[src/rtl/mips_ctrl_pkg.sv]
// Shared constants for the multicycle MIPS control FSM: opcodes, state encodings and
// datapath select codes.
package mips_ctrl_pkg;

  localparam logic [5:0] OpRtype = 6'h00;
  localparam logic [5:0] OpJ     = 6'h02;
  localparam logic [5:0] OpBeq   = 6'h04;
  localparam logic [5:0] OpBne   = 6'h05;
  localparam logic [5:0] OpAddi  = 6'h08;
  localparam logic [5:0] OpLw    = 6'h23;
  localparam logic [5:0] OpSw    = 6'h2B;

  typedef enum logic [3:0] {
    StReset  = 4'd0,
    StFetch  = 4'd1,
    StDecode = 4'd2,
    StMemAdr = 4'd3,
    StMemRd  = 4'd4,
    StMemWb  = 4'd5,
    StMemWr  = 4'd6,
    StExec   = 4'd7,
    StAluWb  = 4'd8,
    StBranch = 4'd9,
    StAddiEx = 4'd10,
    StAddiWb = 4'd11,
    StJump   = 4'd12
  } state_e;

  localparam logic [1:0] AluAdd   = 2'b00;
  localparam logic [1:0] AluSub   = 2'b01;
  localparam logic [1:0] AluFunct = 2'b10;

  localparam logic [1:0] SrcBReg   = 2'b00;
  localparam logic [1:0] SrcBFour  = 2'b01;
  localparam logic [1:0] SrcBImm   = 2'b10;
  localparam logic [1:0] SrcBImmSh = 2'b11;

  localparam logic [1:0] PcAlu    = 2'b00;
  localparam logic [1:0] PcAluOut = 2'b01;
  localparam logic [1:0] PcJump   = 2'b10;

  // States that wait on mem_ready and are covered by the watchdog.
  function automatic logic is_wait_state(input state_e s);
    return s inside {StFetch, StMemRd, StMemWr};
  endfunction

endpackage

[src/rtl/mips_mem_wait_timer.sv]
// Watchdog for memory/GPIO wait states; timeout fires on the cycle the count reaches
// MEM_WAIT_MAX-1 while still counting. MEM_WAIT_MAX = 0 disables it.
module mips_mem_wait_timer #(
  parameter int unsigned MEM_WAIT_MAX = 255,
  parameter int unsigned CNT_W        = 8
) (
  input  logic clk,
  input  logic rst,
  input  logic clear,
  input  logic count,
  output logic timeout
);

  localparam logic [CNT_W-1:0] Limit = CNT_W'(MEM_WAIT_MAX == 0 ? 0 : MEM_WAIT_MAX - 1);

  logic [CNT_W-1:0] cnt_q, cnt_d;

  always_comb begin
    cnt_d = cnt_q;
    if (clear) begin
      cnt_d = '0;
    end else if (count) begin
      cnt_d = cnt_q + 1'b1;
    end
  end

  always_ff @(posedge clk or posedge rst) begin
    if (rst) begin
      cnt_q <= '0;
    end else begin
      cnt_q <= cnt_d;
    end
  end

  assign timeout = (MEM_WAIT_MAX != 0) && count && (cnt_q == Limit);

endmodule

[src/rtl/mips_multicycle_ctrl.sv]
// Control FSM for the multicycle MIPS datapath with mem_ready wait states and a watchdog.
// Define MIPS_CTRL_BNE_EN to decode bne (0x05) as an inverted-condition branch.
module mips_multicycle_ctrl
  import mips_ctrl_pkg::*;
#(
  parameter int unsigned MEM_WAIT_MAX = 255,
  parameter int unsigned CNT_W        = 8
) (
  input  logic       clk,
  input  logic       rst,
  input  logic [5:0] opcode,
  input  logic       zero,
  input  logic       mem_ready,
  output logic       pc_en,
  output logic       iord,
  output logic       mem_read,
  output logic       mem_write,
  output logic       ir_write,
  output logic       reg_dst,
  output logic       mem_to_reg,
  output logic       reg_write,
  output logic       alu_src_a,
  output logic [1:0] alu_src_b,
  output logic [1:0] alu_op,
  output logic [1:0] pc_src,
  output logic       illegal_op,
  output logic       bus_err,
  output logic [3:0] state_o
);

  state_e state_q, state_d;
  logic   bus_err_q, bus_err_d;
  logic   wait_count, timer_clear, timeout;
`ifdef MIPS_CTRL_BNE_EN
  logic   is_bne_q, is_bne_d;
`endif

  assign wait_count  = is_wait_state(state_q) && !mem_ready;
  // Any state change (or a timeout retry of FETCH) counts as a fresh entry.
  assign timer_clear = (state_d != state_q) || timeout;

  mips_mem_wait_timer #(
    .MEM_WAIT_MAX (MEM_WAIT_MAX),
    .CNT_W        (CNT_W)
  ) u_timer (
    .clk     (clk),
    .rst     (rst),
    .clear   (timer_clear),
    .count   (wait_count),
    .timeout (timeout)
  );

  always_comb begin
    state_d    = state_q;
    bus_err_d  = bus_err_q;
`ifdef MIPS_CTRL_BNE_EN
    is_bne_d   = is_bne_q;
`endif
    pc_en      = 1'b0;
    iord       = 1'b0;
    mem_read   = 1'b0;
    mem_write  = 1'b0;
    ir_write   = 1'b0;
    reg_dst    = 1'b0;
    mem_to_reg = 1'b0;
    reg_write  = 1'b0;
    alu_src_a  = 1'b0;
    alu_src_b  = SrcBReg;
    alu_op     = AluAdd;
    pc_src     = PcAlu;
    illegal_op = 1'b0;

    unique case (state_q)
      StReset: state_d = StFetch;
      StFetch: begin
        mem_read  = 1'b1;
        alu_src_b = SrcBFour;
        if (mem_ready) begin
          ir_write = 1'b1;
          pc_en    = 1'b1;
          state_d  = StDecode;
        end else if (timeout) begin
          bus_err_d = 1'b1;
        end
      end
      StDecode: begin
        alu_src_b = SrcBImmSh;
`ifdef MIPS_CTRL_BNE_EN
        is_bne_d  = (opcode == OpBne);
`endif
        case (opcode)
          OpRtype:    state_d = StExec;
          OpLw, OpSw: state_d = StMemAdr;
          OpBeq:      state_d = StBranch;
`ifdef MIPS_CTRL_BNE_EN
          OpBne:      state_d = StBranch;
`endif
          OpAddi:     state_d = StAddiEx;
          OpJ:        state_d = StJump;
          default: begin
            illegal_op = 1'b1;
            state_d    = StFetch;
          end
        endcase
      end
      StMemAdr: begin
        alu_src_a = 1'b1;
        alu_src_b = SrcBImm;
        state_d   = (opcode == OpLw) ? StMemRd : StMemWr;
      end
      StMemRd: begin
        iord     = 1'b1;
        mem_read = 1'b1;
        if (mem_ready) begin
          state_d = StMemWb;
        end else if (timeout) begin
          bus_err_d = 1'b1;
          state_d   = StFetch;
        end
      end
      StMemWb: begin
        mem_to_reg = 1'b1;
        reg_write  = 1'b1;
        state_d    = StFetch;
      end
      StMemWr: begin
        iord      = 1'b1;
        mem_write = 1'b1;
        if (mem_ready) begin
          state_d = StFetch;
        end else if (timeout) begin
          bus_err_d = 1'b1;
          state_d   = StFetch;
        end
      end
      StExec: begin
        alu_src_a = 1'b1;
        alu_op    = AluFunct;
        state_d   = StAluWb;
      end
      StAluWb: begin
        reg_dst   = 1'b1;
        reg_write = 1'b1;
        state_d   = StFetch;
      end
      StBranch: begin
        alu_src_a = 1'b1;
        alu_op    = AluSub;
        pc_src    = PcAluOut;
`ifdef MIPS_CTRL_BNE_EN
        pc_en     = is_bne_q ? ~zero : zero;
`else
        pc_en     = zero;
`endif
        state_d   = StFetch;
      end
      StAddiEx: begin
        alu_src_a = 1'b1;
        alu_src_b = SrcBImm;
        state_d   = StAddiWb;
      end
      StAddiWb: begin
        reg_write = 1'b1;
        state_d   = StFetch;
      end
      StJump: begin
        pc_src  = PcJump;
        pc_en   = 1'b1;
        state_d = StFetch;
      end
      default: state_d = StReset;
    endcase
  end

  always_ff @(posedge clk or posedge rst) begin
    if (rst) begin
      state_q   <= StReset;
      bus_err_q <= 1'b0;
    end else begin
      state_q   <= state_d;
      bus_err_q <= bus_err_d;
    end
  end

`ifdef MIPS_CTRL_BNE_EN
  always_ff @(posedge clk or posedge rst) begin
    if (rst) begin
      is_bne_q <= 1'b0;
    end else begin
      is_bne_q <= is_bne_d;
    end
  end
`endif

  assign bus_err = bus_err_q;
  assign state_o = state_q;

endmodule

[config.mk]
export PLATFORM = sky130hd
export DESIGN_NAME = mips_multicycle_ctrl
export DESIGN_NICKNAME = d
export VERILOG_FILES = /design/src/rtl/mips_ctrl_pkg.sv /design/src/rtl/mips_mem_wait_timer.sv /design/src/rtl/mips_multicycle_ctrl.sv
export SDC_FILE = /design/constraint.sdc
export NUM_CORES = 1
export LEC_CHECK = 0
export CAP_MARGIN = 20
export CORE_ASPECT_RATIO = 1.1
export CORE_MARGIN = 2
export CORE_UTILIZATION = 25
export CTS_BUF_LIST = sky130_fd_sc_hd__clkbuf_4
export CTS_CLUSTER_DIAMETER = 30
export DETAILED_ROUTE_END_ITERATION = 6
export RECOVER_POWER = 50
export SLEW_MARGIN = 20
export SYNTH_ARGS = -nofsm -noshare
export SYNTH_HDL_FRONTEND = slang
export SYNTH_HIERARCHICAL = 1
export SYNTH_SLANG_ARGS = --single-unit
[constraint.sdc]
create_clock -name clk -period 3.1 [get_ports clk]
set_input_delay 0.465 -clock clk [delete_from_list [all_inputs] [get_ports clk]]
set_output_delay 0.465 -clock clk [all_outputs]
set_load 0.05 [all_outputs]
==> impl_metrics.py, run 1 <==
metrics = {
    "placement": {
        "placed_area_sq_mm": 0.00141,
        "placed_cells": 209,
        "dp_slack_ns": 0.229,
        "hpwl_mm": 2.17,
        "gp_congestion": 0.884,
        "io_buffers": 30,
    },
    "power": {
        "netSwitchingFraction": 0.544,
        "pwr-share-comb": 0.724,
        "power.density_mw_per_mm2": 852,
        "p_sw_uw": 665,
        "clkPwrFrac": 0.092,
        "power.internal_uw": 556,
        "power.leakage_uw": 0.000582,
        "peakVddDrop_mv": 0.328,
        "pwr-share-seq": 0.184,
    },
    "grt": {
        "grt.overflow.total": 0,
        "antenna_found_initial": 0,
        "grt_pass1_vias": 1062,
        "grt_max_degree": 19,
        "grt_pass1_wl_mm": 4.66,
        "grt_usage": 0.121,
    },
    "cells_and_area": {
        "final_cells": 213,
        "layout-drive-gt1-share": 0.0745,
        "utilization": 0.356,
        "design_area_sq_mm": 0.00143,
        "antenna_cells": 0,
        "num-fill-cells": 445,
        "nNetsFinal": 174,
        "area_growth_pct": 34.7,
    },
    "sta": {
        "period_share": 0.912,
        "hold_viol": 0,
        "setup_violations": 0,
        "fin_ws_ns": 0.271,
        "slew_headroom": 0.603,
        "finalMaxSlewViolations": 0,
        "totalNegativeSetupSlack_ns": 0,
        "max_freq_mhz": 354,
        "rsz0062_at_grt": "false",
        "fin_skew_ns": 0.00346,
        "tightest_slew_ns": 0.598,
        "fin_crit_ns": 2.83,
    },
    "clock_tree": {
        "cts_resized": 0,
        "clkLatencyLatePin_ns": 0.27,
        "holdBufCountCts": 0,
        "cts_made_buffers": 3,
        "cts_root_buffer": "clkbuf_4",
        "postCtsSetupBuffers": 0,
        "clockBufferDepth": 2,
        "htreeDepth": 1,
        "tritoncts": "built",
        "cts_sinks": 13,
        "clk_pin_slew_ns": 0.08,
    },
    "floorplanning": {
        "start_util": 0.264,
        "rows": 24,
        "die_x_um": 66.2,
        "core_area_sq_mm": 0.00402,
        "die-area_sq_mm": 0.00479,
        "ioPinCount": 31,
        "die_h_um": 72.4,
    },
    "flow_run": {
        "cap_violations": 0,
    },
    "logic_synthesis": {
        "ys_seq_area_frac": 0.306,
        "synth.net_count": 146,
        "synth-seq-cells": 13,
        "netlist_area_sq_mm": 0.00106,
        "synth_ff_type": "dfrtp_1",
        "ys_types": 40,
        "synth_compound_area_frac": 0.219,
        "synth_edf_count": 0,
        "yosysWarnings": 6,
        "synth-xor-area-share": 0.0576,
        "synth_top_family_by_area": "simple AND/OR/NAND/NOR gates",
        "synth.most_common_cell": "nor2_1",
        "synthSimpleGateAreaFrac": 0.285,
        "synth_area_leaders": "dfrtp_1 31%, nor2_1 5.3%, a21oi_1 3.8%",
        "synthArstFlopShare": 1.00,
        "synthMuxAreaShare": 0.0294,
        "syn-mean-instance-area_sq_um": 7.94,
        "synthTopCellsByCount": "15 x nor2_1, 13 x dfrtp_1, 9 x nand2_1, 8 x a21oi_1",
        "synth_top_area_cell": "dfrtp_1",
        "netlist.area_leader.share": 0.306,
        "synth_fa_ha_area_frac": 0.0235,
        "syn_inst": 134,
    },
    "routing": {
        "ant_nets": 0,
        "drt_iter0_markers": 72,
        "vias": 1100,
        "drc": 0,
        "firstDrtPassIters": 4,
        "routed_wl_mm": 2.73,
        "post_drt_wl_per_cell_um": 12.8,
        "viasPerCell": 5.16,
    },
    "worst_setup_path": {
        "arrival_ns": 2.36,
        "path_delay_family": "buffers and inverters",
        "crit_buf_inv": 2,
        "r2r_setup_slack_ns": 0.37,
        "cp_max_fo": 17,
        "crit_path_cell_trace": "nor2_1 -> nand4b_1 -> inv_1 -> a211o_1 -> clkdlybuf4s50_1",
        "critPathSlowestCell": "clkdlybuf4s50_1",
        "path_class": "reg -> out",
        "cp.required_ns": 2.63,
        "end_kind": "output port",
        "critPathLaunchType": "flop",
        "slowest_delay_ns": 0.79,
    },
    "outcome": {
        "status": "finished, final reports clean",
    },
    "worst_hold_path": {
        "hp-class": "reg -> reg",
    },
}
stage by stage:
stage          hold WS (ns)  total power (uW)
2_1_floorplan         0.244               874
3_3_place_gp          0.461              1120
6_report              0.463              1220
4_1_cts               0.426              1240
3_5_place_dp          0.463              1130
5_1_grt               0.496              1300
per-layer routing:
metal	global-route usage	wire length, um	vias up
li1	-	-	536
met1	0.154	1240	527
met2	0.203	1310	35
met3	0.0295	162	2
met4	0.0363	12	0
met5	0	0	-
cell type report:
class / instances / area (sq um) / share of cell area
Multi-Input combinational cell: 103 / 658 / 0.459
Timing Repair Buffer: 36 / 335 / 0.234
Sequential cell: 13 / 325 / 0.227
Tap cell: 52 / 65.1 / 0.0454
Clock buffer: 4 / 30.0 / 0.0210
Inverter: 5 / 18.8 / 0.0131
logic make-up (layout without fill, tap and decap cells):
family | after synthesis | count (layout)
xor gates and xnor gates | 7 | 7
muxes | 3 | 3
DFF | 13 | 13
and+or+nand+nor | 56 | 56
AOI/OAI and AO/OA | 35 | 35
adders and majority gates | 2 | 2
buffers and inverters | 18 | 45
power groups by stage:
stage	Sequential (uW)	Combinational, uW	Clock (uW)
final	225	883	112
after global routing	232	946	126
after CTS	225	900	115
after detailed placement	229	898	0
after global placement	227	892	0
after floorplan	287	587	0
flip-flops by register name (all words and copies together), names as in the netlist:
register / flops
state_o: 4
u_timer/cnt_q: 8
bus_err: 1
worst paths after layout:
path                       depth (start not counted)        from               end
setup / recovery                                   5  state_o[3]             pc_en
hold / removal                                     1     bus_err           bus_err
setup reg to reg                                  10  state_o[2]  u_timer/cnt_q[1]
hold reg to reg                                    1     bus_err           bus_err
max in group asynchronous                          2         rst  u_timer/cnt_q[7]
min in group asynchronous                          2         rst           bus_err
placed cells by master (no fill, tap or decap), types with 5 or more instances in the layout:
| cell type | n |
|---|---|
| nand2b_1 | 5 |
| nor2_1 | 15 |
| buf_4 | 5 |
| or3_1 | 5 |
| o21ai_0 | 8 |
| a21oi_1 | 8 |
| nor3_1 | 6 |
| nand2_1 | 9 |
| dlygate4sd3_1 | 6 |
| dfrtp_1 | 13 |
| inv_1 | 5 |
| clkdlybuf4s50_1 | 23 |
worst reg2reg max path, delay by kind of cell, from the launching register on:
| family | cells | cell delay, ns |
|---|---|---|
| buffers and inverters | 1 | 0.13 |
| DFF | 1 | 0.38 |
| AOI/OAI and AO/OA | 4 | 1.06 |
| and+or+nand+nor | 4 | 0.72 |
| muxes | 1 | 0.35 |
Note: power is estimated with default switching activity, not from simulation.
==> inputs of run 2 (changes only) <==
--- a/config.mk
+++ b/config.mk
@@ -12,9 +12,9 @@
 export CTS_BUF_LIST = sky130_fd_sc_hd__clkbuf_4
 export CTS_CLUSTER_DIAMETER = 30
 export DETAILED_ROUTE_END_ITERATION = 6
+export HOLD_SLACK_MARGIN = 0.08
 export RECOVER_POWER = 50
 export SLEW_MARGIN = 20
 export SYNTH_ARGS = -nofsm -noshare
 export SYNTH_HDL_FRONTEND = slang
-export SYNTH_HIERARCHICAL = 1
 export SYNTH_SLANG_ARGS = --single-unit
==> run 2 against run 1 <==
  * Core utilization decreased by 1.3 points
  * Combinational power decreased by 3.2%
  * Global-route usage increased by 0.17 points
  * Sequential share of layout area decreased by 0.91 points
  * Clock power about the same
  * Synthesized cell count increased by 1.5%
  * Critical endpoint is now alu_src_b[0]
  * Largest cell class unchanged
==> impl_metrics.py, run 2 <==
metrics = {
    "worst_setup_path": {
        "r2r_setup_slack_ns": 0.55,
        "cp.required_ns": 2.63,
        "r2r_cells": 6,
        "arrival_ns": 2.32,
        "cp_max_fo": 20,
        "end_kind": "output port",
        "startpoint": "state_o[0]",
        "reg2reg_to": "u_timer.cnt_q[7]",
        "r2r-start": "state_o[2]",
        "critPathLaunchType": "flop",
        "path_class": "reg -> out",
        "crit_path_end": "alu_src_b[0]",
    },
    "cells_and_area": {
        "layout-drive-gt1-share": 0.121,
        "nNetsFinal": 178,
        "layout_common_cells": "24 x clkdlybuf4s50_1, 15 x nor3_1, 13 x nor2_1, 13 x dfrtp_1, 9 x nand2_1",
        "largest_reg_flops": 8,
        "layout_commonest_cell": "clkdlybuf4s50_1",
        "top_register": "u_timer.cnt_q",
        "area_growth_pct": 29.8,
        "antenna_cells": 0,
        "num-fill-cells": 458,
    },
    "placement": {
        "hpwl_mm": 2.14,
        "gp_congestion": 0.791,
        "io_buffers": 30,
    },
    "sta": {
        "fin_skew_ns": 0.00173,
        "rsz0062_at_grt": "false",
        "slew_headroom": 0.511,
        "holdWs_ns": 0.468,
        "period_share": 0.897,
        "totalNegativeSetupSlack_ns": 0,
        "setup_violations": 0,
        "finalMaxSlewViolations": 0,
        "fin_crit_ns": 2.78,
        "max_freq_mhz": 359,
        "hold_viol": 0,
        "tightest_slew_ns": 0.734,
    },
    "clock_tree": {
        "clk_pin_slew_ns": 0.08,
        "tritoncts": "built",
        "cts_made_buffers": 3,
        "cts_root_buffer": "clkbuf_4",
        "holdBufCountCts": 0,
        "postCtsSetupBuffers": 0,
        "clockBufferDepth": 2,
        "htreeDepth": 1,
        "clkLatencyLatePin_ns": 0.28,
        "cts_sinks": 13,
        "cts_resized": 0,
    },
    "floorplanning": {
        "die_x_um": 68.7,
        "start_util": 0.264,
        "rows": 25,
        "die-area_sq_mm": 0.00516,
        "die_h_um": 75.1,
        "ioPinCount": 31,
        "core_area_sq_mm": 0.00435,
    },
    "routing": {
        "ant_nets": 0,
        "routed_wl_mm": 2.86,
        "vias": 1074,
        "drc": 0,
        "firstDrtPassIters": 4,
        "drt_iter0_markers": 62,
        "viasPerCell": 4.90,
        "post_drt_wl_per_cell_um": 13.0,
    },
    "logic_synthesis": {
        "syn_inst": 136,
        "synth-seq-cells": 13,
        "synth_ff_type": "dfrtp_1",
        "synth_area_leaders": "dfrtp_1 28%, nor3_1 6.5%, xor2_1 6.1%",
        "ys_seq_area_frac": 0.283,
        "synthArstFlopShare": 1.00,
        "ys_types": 44,
        "netlist_area_sq_mm": 0.00115,
        "synth.net_count": 148,
        "synth_top_area_cell": "dfrtp_1",
        "synth_edf_count": 0,
        "synth.most_common_cell": "nor3_1",
        "synthTopCellsByCount": "15 x nor3_1, 13 x dfrtp_1, 13 x nor2_1, 9 x nand2_1, 8 x xor2_1",
        "yosysWarnings": 0,
        "netlist.area_leader.share": 0.283,
        "syn-mean-instance-area_sq_um": 8.45,
    },
    "power": {
        "power.density_mw_per_mm2": 838,
        "pwr-share-comb": 0.684,
        "pwr-share-seq": 0.225,
        "netSwitchingFraction": 0.561,
        "peakVddDrop_mv": 0.475,
        "p_sw_uw": 701,
        "power.internal_uw": 549,
        "power.leakage_uw": 0.000571,
        "clkPwrFrac": 0.091,
    },
    "grt": {
        "grt.overflow.total": 0,
        "antenna_found_initial": 0,
        "grt_pass1_wl_mm": 4.80,
        "grt_pass1_vias": 1030,
        "grt_usage": 0.123,
        "grt_max_degree": 21,
    },
    "flow_run": {
        "cap_violations": 0,
    },
    "outcome": {
        "status": "finished, final reports clean",
    },
    "worst_hold_path": {
        "hp-class": "reg -> reg",
    },
}
## run 2: changes by cell type after synthesis, moves of 3 or more
| cell | change |
|---|---|
| o2111ai_1 | +3 |
| or3_1 | -5 |
| xor2_1 | +5 |
| nor3_1 | +8 |
| clkbuf_1 | -3 |
## run 2: worst min-delay path by stage
| stage | to | slack, ns | cells after the start | from |
|---|---|---|---|---|
| 3_3_place_gp | bus_err | 0.45 | 1 | bus_err |
| 3_5_place_dp | bus_err | 0.46 | 1 | bus_err |
| 5_1_grt | bus_err | 0.50 | 1 | bus_err |
| 6_report | bus_err | 0.47 | 1 | bus_err |
| 2_1_floorplan | bus_err | 0.34 | 1 | rst |
| 4_1_cts | bus_err | 0.48 | 1 | bus_err |
## run 2: cells by family after synthesis
logic type | Yosys count | share of synthesized area
buffers and inverters | 16 | 0.0685
AO/OA/AOI/OAI | 34 | 0.251
multiplexers | 1 | 0.00871
AND/OR/NAND/NOR | 60 | 0.291
flip-flops | 13 | 0.283
adder cells (fa/ha/maj) | 2 | 0.0218
XOR/XNOR | 10 | 0.0762
## run 2: area by class of cell
type                            instances  area, sq um  share of cell area
Clock buffer                            4         30.0              0.0201
Inverter                                6         22.5              0.0151
Multi-Input combinational cell        107          721               0.483
Sequential cell                        13          325               0.218
Tap cell                               54         67.6              0.0453
Timing Repair Buffer                   35          327               0.219
## run 2: power by group through the flow
| stage | clock network [uW] | logic, uW | registers, uW |
|---|---|---|---|
| finish | 114 | 855 | 281 |
| global route | 129 | 910 | 292 |
| CTS | 119 | 884 | 279 |
| detailed placement | 0 | 882 | 282 |
| global placement | 0 | 884 | 283 |
| floorplan | 0 | 638 | 285 |
## run 2: metal layers
metal / part of all wire / vias to the layer above / wire length, um / GRT usage
li1: - / 557 / - / -
met1: 0.46 / 496 / 1320 / 0.168
met2: 0.48 / 19 / 1370 / 0.193
met3: 0.044 / 2 / 126 / 0.0269
met4: 0.013 / 0 / 36 / 0.0378
met5: 0 / - / 0 / 0
## run 2: worst max-delay path, stage by stage, from the launching register on
cell	delay [ns]
dfrtp_1	0.73
nor2b_1	0.27
nor2_1	0.09
nor3_1	0.13
clkdlybuf4s50_1	0.83
## run 2: metrics by stage
step                      setup WS [ns]  instances  cell area (sq um)  power, uW  utilization
after floorplan                   0.297        136               1150        922            -
after global placement            0.604        215               1490       1170        0.343
after detailed placement          0.607        215               1490       1160        0.343
after CTS                         0.306        219               1520       1280        0.350
after global routing              0.125        219               1490       1330        0.343
final                             0.318        219               1490       1250        0.343
